$ cat src/rtl/program_loader_controller.sv
// Program loader and run supervisor: streams words into the core's program BRAM,
// releases the core with a start pulse, then watches PC for halt or timeout.
module program_loader_controller #(
  parameter int                      DATA_WIDTH       = 32,
  parameter int                      ADDRESS_BITS     = 32,
  parameter int                      MEM_ADDRESS_BITS = 14,
  parameter logic [ADDRESS_BITS-1:0] HALT_PC_0        = 32'h000000a8,
  parameter logic [ADDRESS_BITS-1:0] HALT_PC_1        = 32'h000000ac,
  parameter int                      MAX_CYCLES       = 1000000,
  parameter int                      DRAIN_CYCLES     = 50,
  parameter int                      CYCLE_BITS       = 32
) (
  input  logic                        clock,
  input  logic                        reset,
  input  logic                        load_valid,
  output logic                        load_ready,
  input  logic [DATA_WIDTH-1:0]       load_data,
  input  logic                        load_last,
  input  logic [ADDRESS_BITS-1:0]     run_address,
  input  logic                        restart,
  input  logic                        abort,
  output logic                        mem_write,
  output logic [DATA_WIDTH/8-1:0]     mem_byte_en,
  output logic [MEM_ADDRESS_BITS-1:0] mem_address,
  output logic [DATA_WIDTH-1:0]       mem_data,
  output logic                        core_reset,
  output logic                        start,
  output logic [ADDRESS_BITS-1:0]     program_address,
  input  logic [ADDRESS_BITS-1:0]     PC,
  output logic                        done,
  output logic [1:0]                  status,
  output logic                        overflow,
  output logic [CYCLE_BITS-1:0]       cycle_count
);

  typedef enum logic [2:0] {
    S_LOAD    = 3'd0,
    S_RELEASE = 3'd1,
    S_RUN     = 3'd2,
    S_DRAIN   = 3'd3,
    S_DONE    = 3'd4
  } state_t;

  localparam int                    BE_W      = DATA_WIDTH / 8;
  localparam logic [CYCLE_BITS-1:0] CNT_LAST  = CYCLE_BITS'(MAX_CYCLES - 1);
  localparam logic [CYCLE_BITS-1:0] CNT_TMO   = CYCLE_BITS'(MAX_CYCLES);
  localparam logic [CYCLE_BITS-1:0] CNT_SAT   = {CYCLE_BITS{1'b1}};
  localparam logic [31:0]           DRAIN_END = 32'(DRAIN_CYCLES - 1);

  state_t                      r_state;
  state_t                      w_next;
  logic [MEM_ADDRESS_BITS-1:0] r_ptr;
  logic                        r_hit;
  logic [31:0]                 r_drain;
  logic                        w_pc_hit;
  logic                        w_fire;
  logic                        w_ptr_full;

  // Next-state logic; r_hit carries the registered halt compare into the transition.
  always_comb begin
    w_next     = r_state;
    w_pc_hit   = (PC == HALT_PC_0) || (PC == HALT_PC_1);
    w_fire     = load_valid && load_ready && (r_state == S_LOAD);
    w_ptr_full = &r_ptr;
    case (r_state)
      S_LOAD: begin
        if (w_fire && (load_last || w_ptr_full)) w_next = S_RELEASE;
        else                                     w_next = S_LOAD;
      end
      S_RELEASE: begin
        if (abort) w_next = S_LOAD;
        else       w_next = S_RUN;
      end
      S_RUN: begin
        if (abort)                                    w_next = S_LOAD;
        else if (r_hit)                               w_next = S_DRAIN;
        else if (!w_pc_hit && cycle_count == CNT_LAST) w_next = S_DRAIN;
        else                                          w_next = S_RUN;
      end
      S_DRAIN: begin
        if (abort)                  w_next = S_LOAD;
        else if (r_drain == DRAIN_END) w_next = S_DONE;
        else                        w_next = S_DRAIN;
      end
      S_DONE: begin
        if (restart) w_next = S_LOAD;
        else         w_next = S_DONE;
      end
      default: w_next = S_LOAD;
    endcase
  end

  // State register.
  always_ff @(posedge clock or negedge reset) begin
    if (!reset) r_state <= S_LOAD;
    else        r_state <= w_next;
  end

  // Registered outputs, derived from the state being entered so they align with it.
  always_ff @(posedge clock or negedge reset) begin
    if (!reset) begin
      core_reset      <= 1'b1;
      load_ready      <= 1'b0;
      mem_write       <= 1'b0;
      start           <= 1'b0;
      done            <= 1'b0;
      overflow        <= 1'b0;
      status          <= 2'b00;
      cycle_count     <= {CYCLE_BITS{1'b0}};
      mem_address     <= {MEM_ADDRESS_BITS{1'b0}};
      mem_data        <= {DATA_WIDTH{1'b0}};
      program_address <= {ADDRESS_BITS{1'b0}};
      mem_byte_en     <= {BE_W{1'b1}};
      r_ptr           <= {MEM_ADDRESS_BITS{1'b0}};
      r_hit           <= 1'b0;
      r_drain         <= 32'd0;
    end else begin
      core_reset  <= (w_next == S_LOAD);
      load_ready  <= (w_next == S_LOAD);
      start       <= (w_next == S_RELEASE);
      done        <= (w_next == S_DONE);
      mem_byte_en <= {BE_W{1'b1}};
      mem_write   <= w_fire;
      if (w_fire) begin
        mem_address <= r_ptr;
        mem_data    <= load_data;
      end
      if (r_state != S_LOAD) r_ptr <= {MEM_ADDRESS_BITS{1'b0}};
      else if (w_fire)       r_ptr <= r_ptr + MEM_ADDRESS_BITS'(1);
      r_hit   <= (r_state == S_RUN) && (w_next == S_RUN) && (r_hit || w_pc_hit);
      r_drain <= (r_state == S_DRAIN) ? r_drain + 32'd1 : 32'd0;
      // A fresh load (restart or abort) clears the previous result.
      if ((w_next == S_LOAD) && (r_state != S_LOAD)) begin
        status   <= 2'b00;
        overflow <= 1'b0;
      end else if (w_fire && w_ptr_full && !load_last) begin
        overflow <= 1'b1;
      end
      case (r_state)
        S_LOAD: begin
          if (w_next == S_RELEASE) begin
            program_address <= run_address;
            cycle_count     <= {CYCLE_BITS{1'b0}};
          end
        end
        S_RELEASE: begin
          if (w_next == S_RUN) cycle_count <= CYCLE_BITS'(1);
        end
        S_RUN: begin
          if (w_next == S_RUN) begin
            // Count freezes on the cycle the halt PC is seen.
            if (!r_hit && !w_pc_hit && cycle_count != CNT_SAT)
              cycle_count <= cycle_count + CYCLE_BITS'(1);
          end else if (w_next == S_DRAIN) begin
            if (r_hit) begin
              status <= overflow ? 2'b11 : 2'b01;
            end else begin
              status      <= 2'b10;
              cycle_count <= CNT_TMO;
            end
          end
        end
        default: ;
      endcase
    end
  end

endmodule

$ cat config.mk
export PLATFORM = sky130hd
export DESIGN_NAME = program_loader_controller
export DESIGN_NICKNAME = d
export VERILOG_FILES = /design/src/rtl/program_loader_controller.sv
export SDC_FILE = /design/constraint.sdc
export NUM_CORES = 1
export LEC_CHECK = 0
export CORE_ASPECT_RATIO = 1.5
export CORE_UTILIZATION = 54
export DETAILED_ROUTE_END_ITERATION = 6
export DONT_BUFFER_PORTS = 1
export PLACE_DENSITY_LB_ADDON = 0.25
export SYNTH_ARGS = -nofsm -noshare
export SYNTH_HDL_FRONTEND = slang
export SYNTH_SLANG_ARGS = --single-unit
$ cat constraint.sdc
create_clock -name clock -period 5.6 [get_ports clock]
set_input_delay 1.12 -clock clock [delete_from_list [all_inputs] [get_ports clock]]
set_output_delay 1.12 -clock clock [all_outputs]
set_load 0.02 [all_outputs]
==> impl_metrics.env <==
export IMPL_overflow=0
export IMPL_vias=5677
export IMPL_synthFlopType="dfrtp_1"
export IMPL_die_x_um=100
export IMPL_fin_skew_ns=0.0142
export IMPL_synth_most_common_cell="dfrtp_1"
export IMPL_port_buffers=0
export IMPL_nets=808
export IMPL_die_area_mm2=0.0150
export IMPL_p_leak_nw=3.48
export IMPL_postSynthCellCount=711
export IMPL_synth_edf_count=0
export IMPL_synth_cell_type_count=64
export IMPL_status="complete, no violations"
export IMPL_p_total_mw=3.31
export IMPL_max_freq_ghz=0.296
export IMPL_worstSetupPathType="in2reg"
export IMPL_die_h_um=150
export IMPL_r2r_slack_ns=2.26
export IMPL_dpl_hpwl_um=13100
export IMPL_slowest_delay_ns=0.85
export IMPL_critPathArrivalTime_ns=3.72
export IMPL_cp_num_cells=6
export IMPL_viasPerCell=6.26
export IMPL_multi_input_area_mm2=0.00342
export IMPL_synth_commonest_cells="167 x dfrtp_1, 78 x mux2_2, 64 x nor2_1"
export IMPL_ys_async_sr_fraction_pct=100
export IMPL_yosysSeqAreaShare_pct=53.6
export IMPL_dr_pass1_iters=7
export IMPL_route_detailed_drc=0
export IMPL_finalSetupTns_ns=0
export IMPL_drt_iter0_markers=346
export IMPL_n_fill_cell=1175
export IMPL_setup_violations=0
export IMPL_num_rows=53
export IMPL_area_delta_synth_final_pct=8.41
export IMPL_yosys_top_cells_area="dfrtp_1 53%, mux2_2 11%, nor2_1 3.1%"
export IMPL_antenna_found_initial=0
export IMPL_period_needed_ns=3.37
export IMPL_maxSlewViolCount=0
export IMPL_ant_nets=0
export IMPL_peakVddDrop_v=0.000235
export IMPL_cts_setup_buffers=0
export IMPL_core_area_mm2=0.0141
export IMPL_r2r_start="r_state[0]$_DFF_PN0_"
export IMPL_synth_top_area_cell="dfrtp_1"
export IMPL_routed_wl_um=18500
export IMPL_yosysTopAreaCellShare_pct=53.3
export IMPL_cts_buffer_depth=2
export IMPL_drive_above_1_share_pct=17.8
export IMPL_cts_tree="built"
export IMPL_p_per_area_mw_per_mm2=389
export IMPL_wl_per_cell_um=20.4
export IMPL_timing_slew_headroom_pct=28.1
export IMPL_ff2ff_path_depth=5
export IMPL_critPathCaptureType="flop"
export IMPL_numCtsBuffers=17
export IMPL_hold_viol=0
export IMPL_crit_required_ns=5.94
export IMPL_path_clk_slew_ns=0.07
export IMPL_worstPathMaxFanout=27
export IMPL_ios=224
export IMPL_critPathLaunchType="primary input"
export IMPL_yosys_warnings=0
export IMPL_routabilityCongestion=0.881
export IMPL_first_global_vias=5768
export IMPL_hp_class="in2async"
export IMPL_cts_hold_buf=0
export IMPL_path_delay_family="simple AND/OR/NAND/NOR gates"
export IMPL_grt_pass1_wl_um=29100
export IMPL_critPathLaunch="PC[25]"
export IMPL_synth_area_mm2=0.00785
export IMPL_max_cap_violations=0
export IMPL_track_usage_pct=24.9
export IMPL_r2r_end="program_address[14]$_DFFE_PN0P_"
export IMPL_period_share_pct=60.3
export IMPL_timing_critical_path_cells="nor4_1, nand4_1, o2111a_1, nor2_2, a21oi_2, a31oi_1"
export IMPL_root_buffer="clkbuf_16"
export IMPL_grt_max_degree=169
export IMPL_clkSinkCount=168
export IMPL_floorplan_initialDensity_pct=55.5
export IMPL_utilization_pct=60.2
export IMPL_clock_latency_ns=0.42
export IMPL_tightest_slew_ns=1.08
export IMPL_cp_slowest_cell="nor2_2"
export IMPL_final_seq_area_mm2=0.00421
export IMPL_diodes=0
export IMPL_cts_resized=0
export IMPL_cts_htree_levels=4
export IMPL_syn_avg_cell_area_um2=11.0
export IMPL_critical_path_buf_inv_count=0
export IMPL_cp_endpoint="cycle_count[29]$_DFFE_PN0P_"
export IMPL_ys_ff_latch=168
export IMPL_rsz0062_at_grt="false"
-- flip-flops by register name, indices dropped and copies added (netlist names) --
name,cells
r_state,3
status,2
done,1
overflow,1
mem_write,1
start,1
r_hit,1
mem_address,14
core_reset,1
r_drain,32
load_ready,1
program_address,32
cycle_count,32
r_ptr,14
mem_data,32
-- metal layers --
metal | wire (µm) | global-route usage [%]
met1 | 6660 | 26.9
met2 | 9950 | 44.3
met3 | 1290 | 7.38
met4 | 608 | 11.6
met5 | 0 | 0
-- cell type report --
cell class | count | share of cell area, %
clock buffer | 20 | 5.13
clock inverter | 12 | 1.09
inverter | 15 | 0.662
multi-input combinational | 493 | 40.2
sequential | 168 | 49.4
tap | 192 | 2.82
timing repair buffer | 7 | 0.618
-- report_power, final --
| part | total [mW] | switching (mW) | internal, mW | leakage (nW) |
|---|---|---|---|---|
| Clock | 1.06 | 0.491 | 0.572 | 0.248 |
| Combinational | 0.368 | 0.160 | 0.208 | 1.06 |
| Sequential | 1.88 | 0.454 | 1.42 | 2.17 |
| Total | 3.31 | 1.11 | 2.20 | 3.48 |
-- stage by stage --
stage | cell area [µm²] | setup WS (ns) | cells | hold slack, ns
6_report | 8500 | 2.23 | 907 | 0.385
5_1_grt | 8500 | 2.04 | 907 | 0.357
4_1_cts | 8500 | 2.22 | 907 | 0.375
3_5_place_dp | 7980 | 1.86 | 875 | 0.523
3_3_place_gp | 7980 | 1.90 | 875 | 0.499
2_1_floorplan | 7860 | 2.56 | 714 | 0.480
-- worst min-delay path by stage --
| stage | from | end | slack (ns) |
|---|---|---|---|
| detailed placement | r_drain[0]$_DFF_PN0_ | r_drain[0]$_DFF_PN0_ | 0.52 |
| global placement | r_drain[0]$_DFF_PN0_ | r_drain[0]$_DFF_PN0_ | 0.50 |
| global route | reset | cycle_count[5]$_DFFE_PN0P_ | 0.36 |
| floorplan | r_drain[0]$_DFF_PN0_ | r_drain[0]$_DFF_PN0_ | 0.48 |
| finish | reset | cycle_count[3]$_DFFE_PN0P_ | 0.39 |
| CTS | reset | cycle_count[5]$_DFFE_PN0P_ | 0.37 |
-- kinds of logic (layout without fill, tap and decap cells) --
kind of cell | Yosys count | after routing | synth area share [%]
compound gates | 103 | 103 | 9.14
fa+ha+maj | 4 | 4 | 0.638
mux | 81 | 81 | 11.6
simple gates | 265 | 265 | 17.8
buf+inv | 53 | 54 | 3.13
other cells | 1 | 4 | 0.0478
xor+xnor | 36 | 36 | 4.02
flops | 168 | 168 | 53.6
-- cells in the final DEF, fill, tap and decap left out, types with 6 or more instances in the layout --
cell type    n
and3_1       6
a31oi_1     22
nand4_1     23
clkbuf_16   17
or3_1       12
o21ai_0     14
o22a_1       8
nand3_1     29
a21oi_1     15
buf_4        7
nor4_1      16
nor2_1      63
nor3_1      25
a221oi_1     7
mux2_2      78
or4_1       11
xor2_1      21
xnor2_1     15
nand2_1     49
dfrtp_1    167
a41oi_1      6
inv_1       15
and4_1       9
Note: power is estimated with default switching activity, not from simulation.
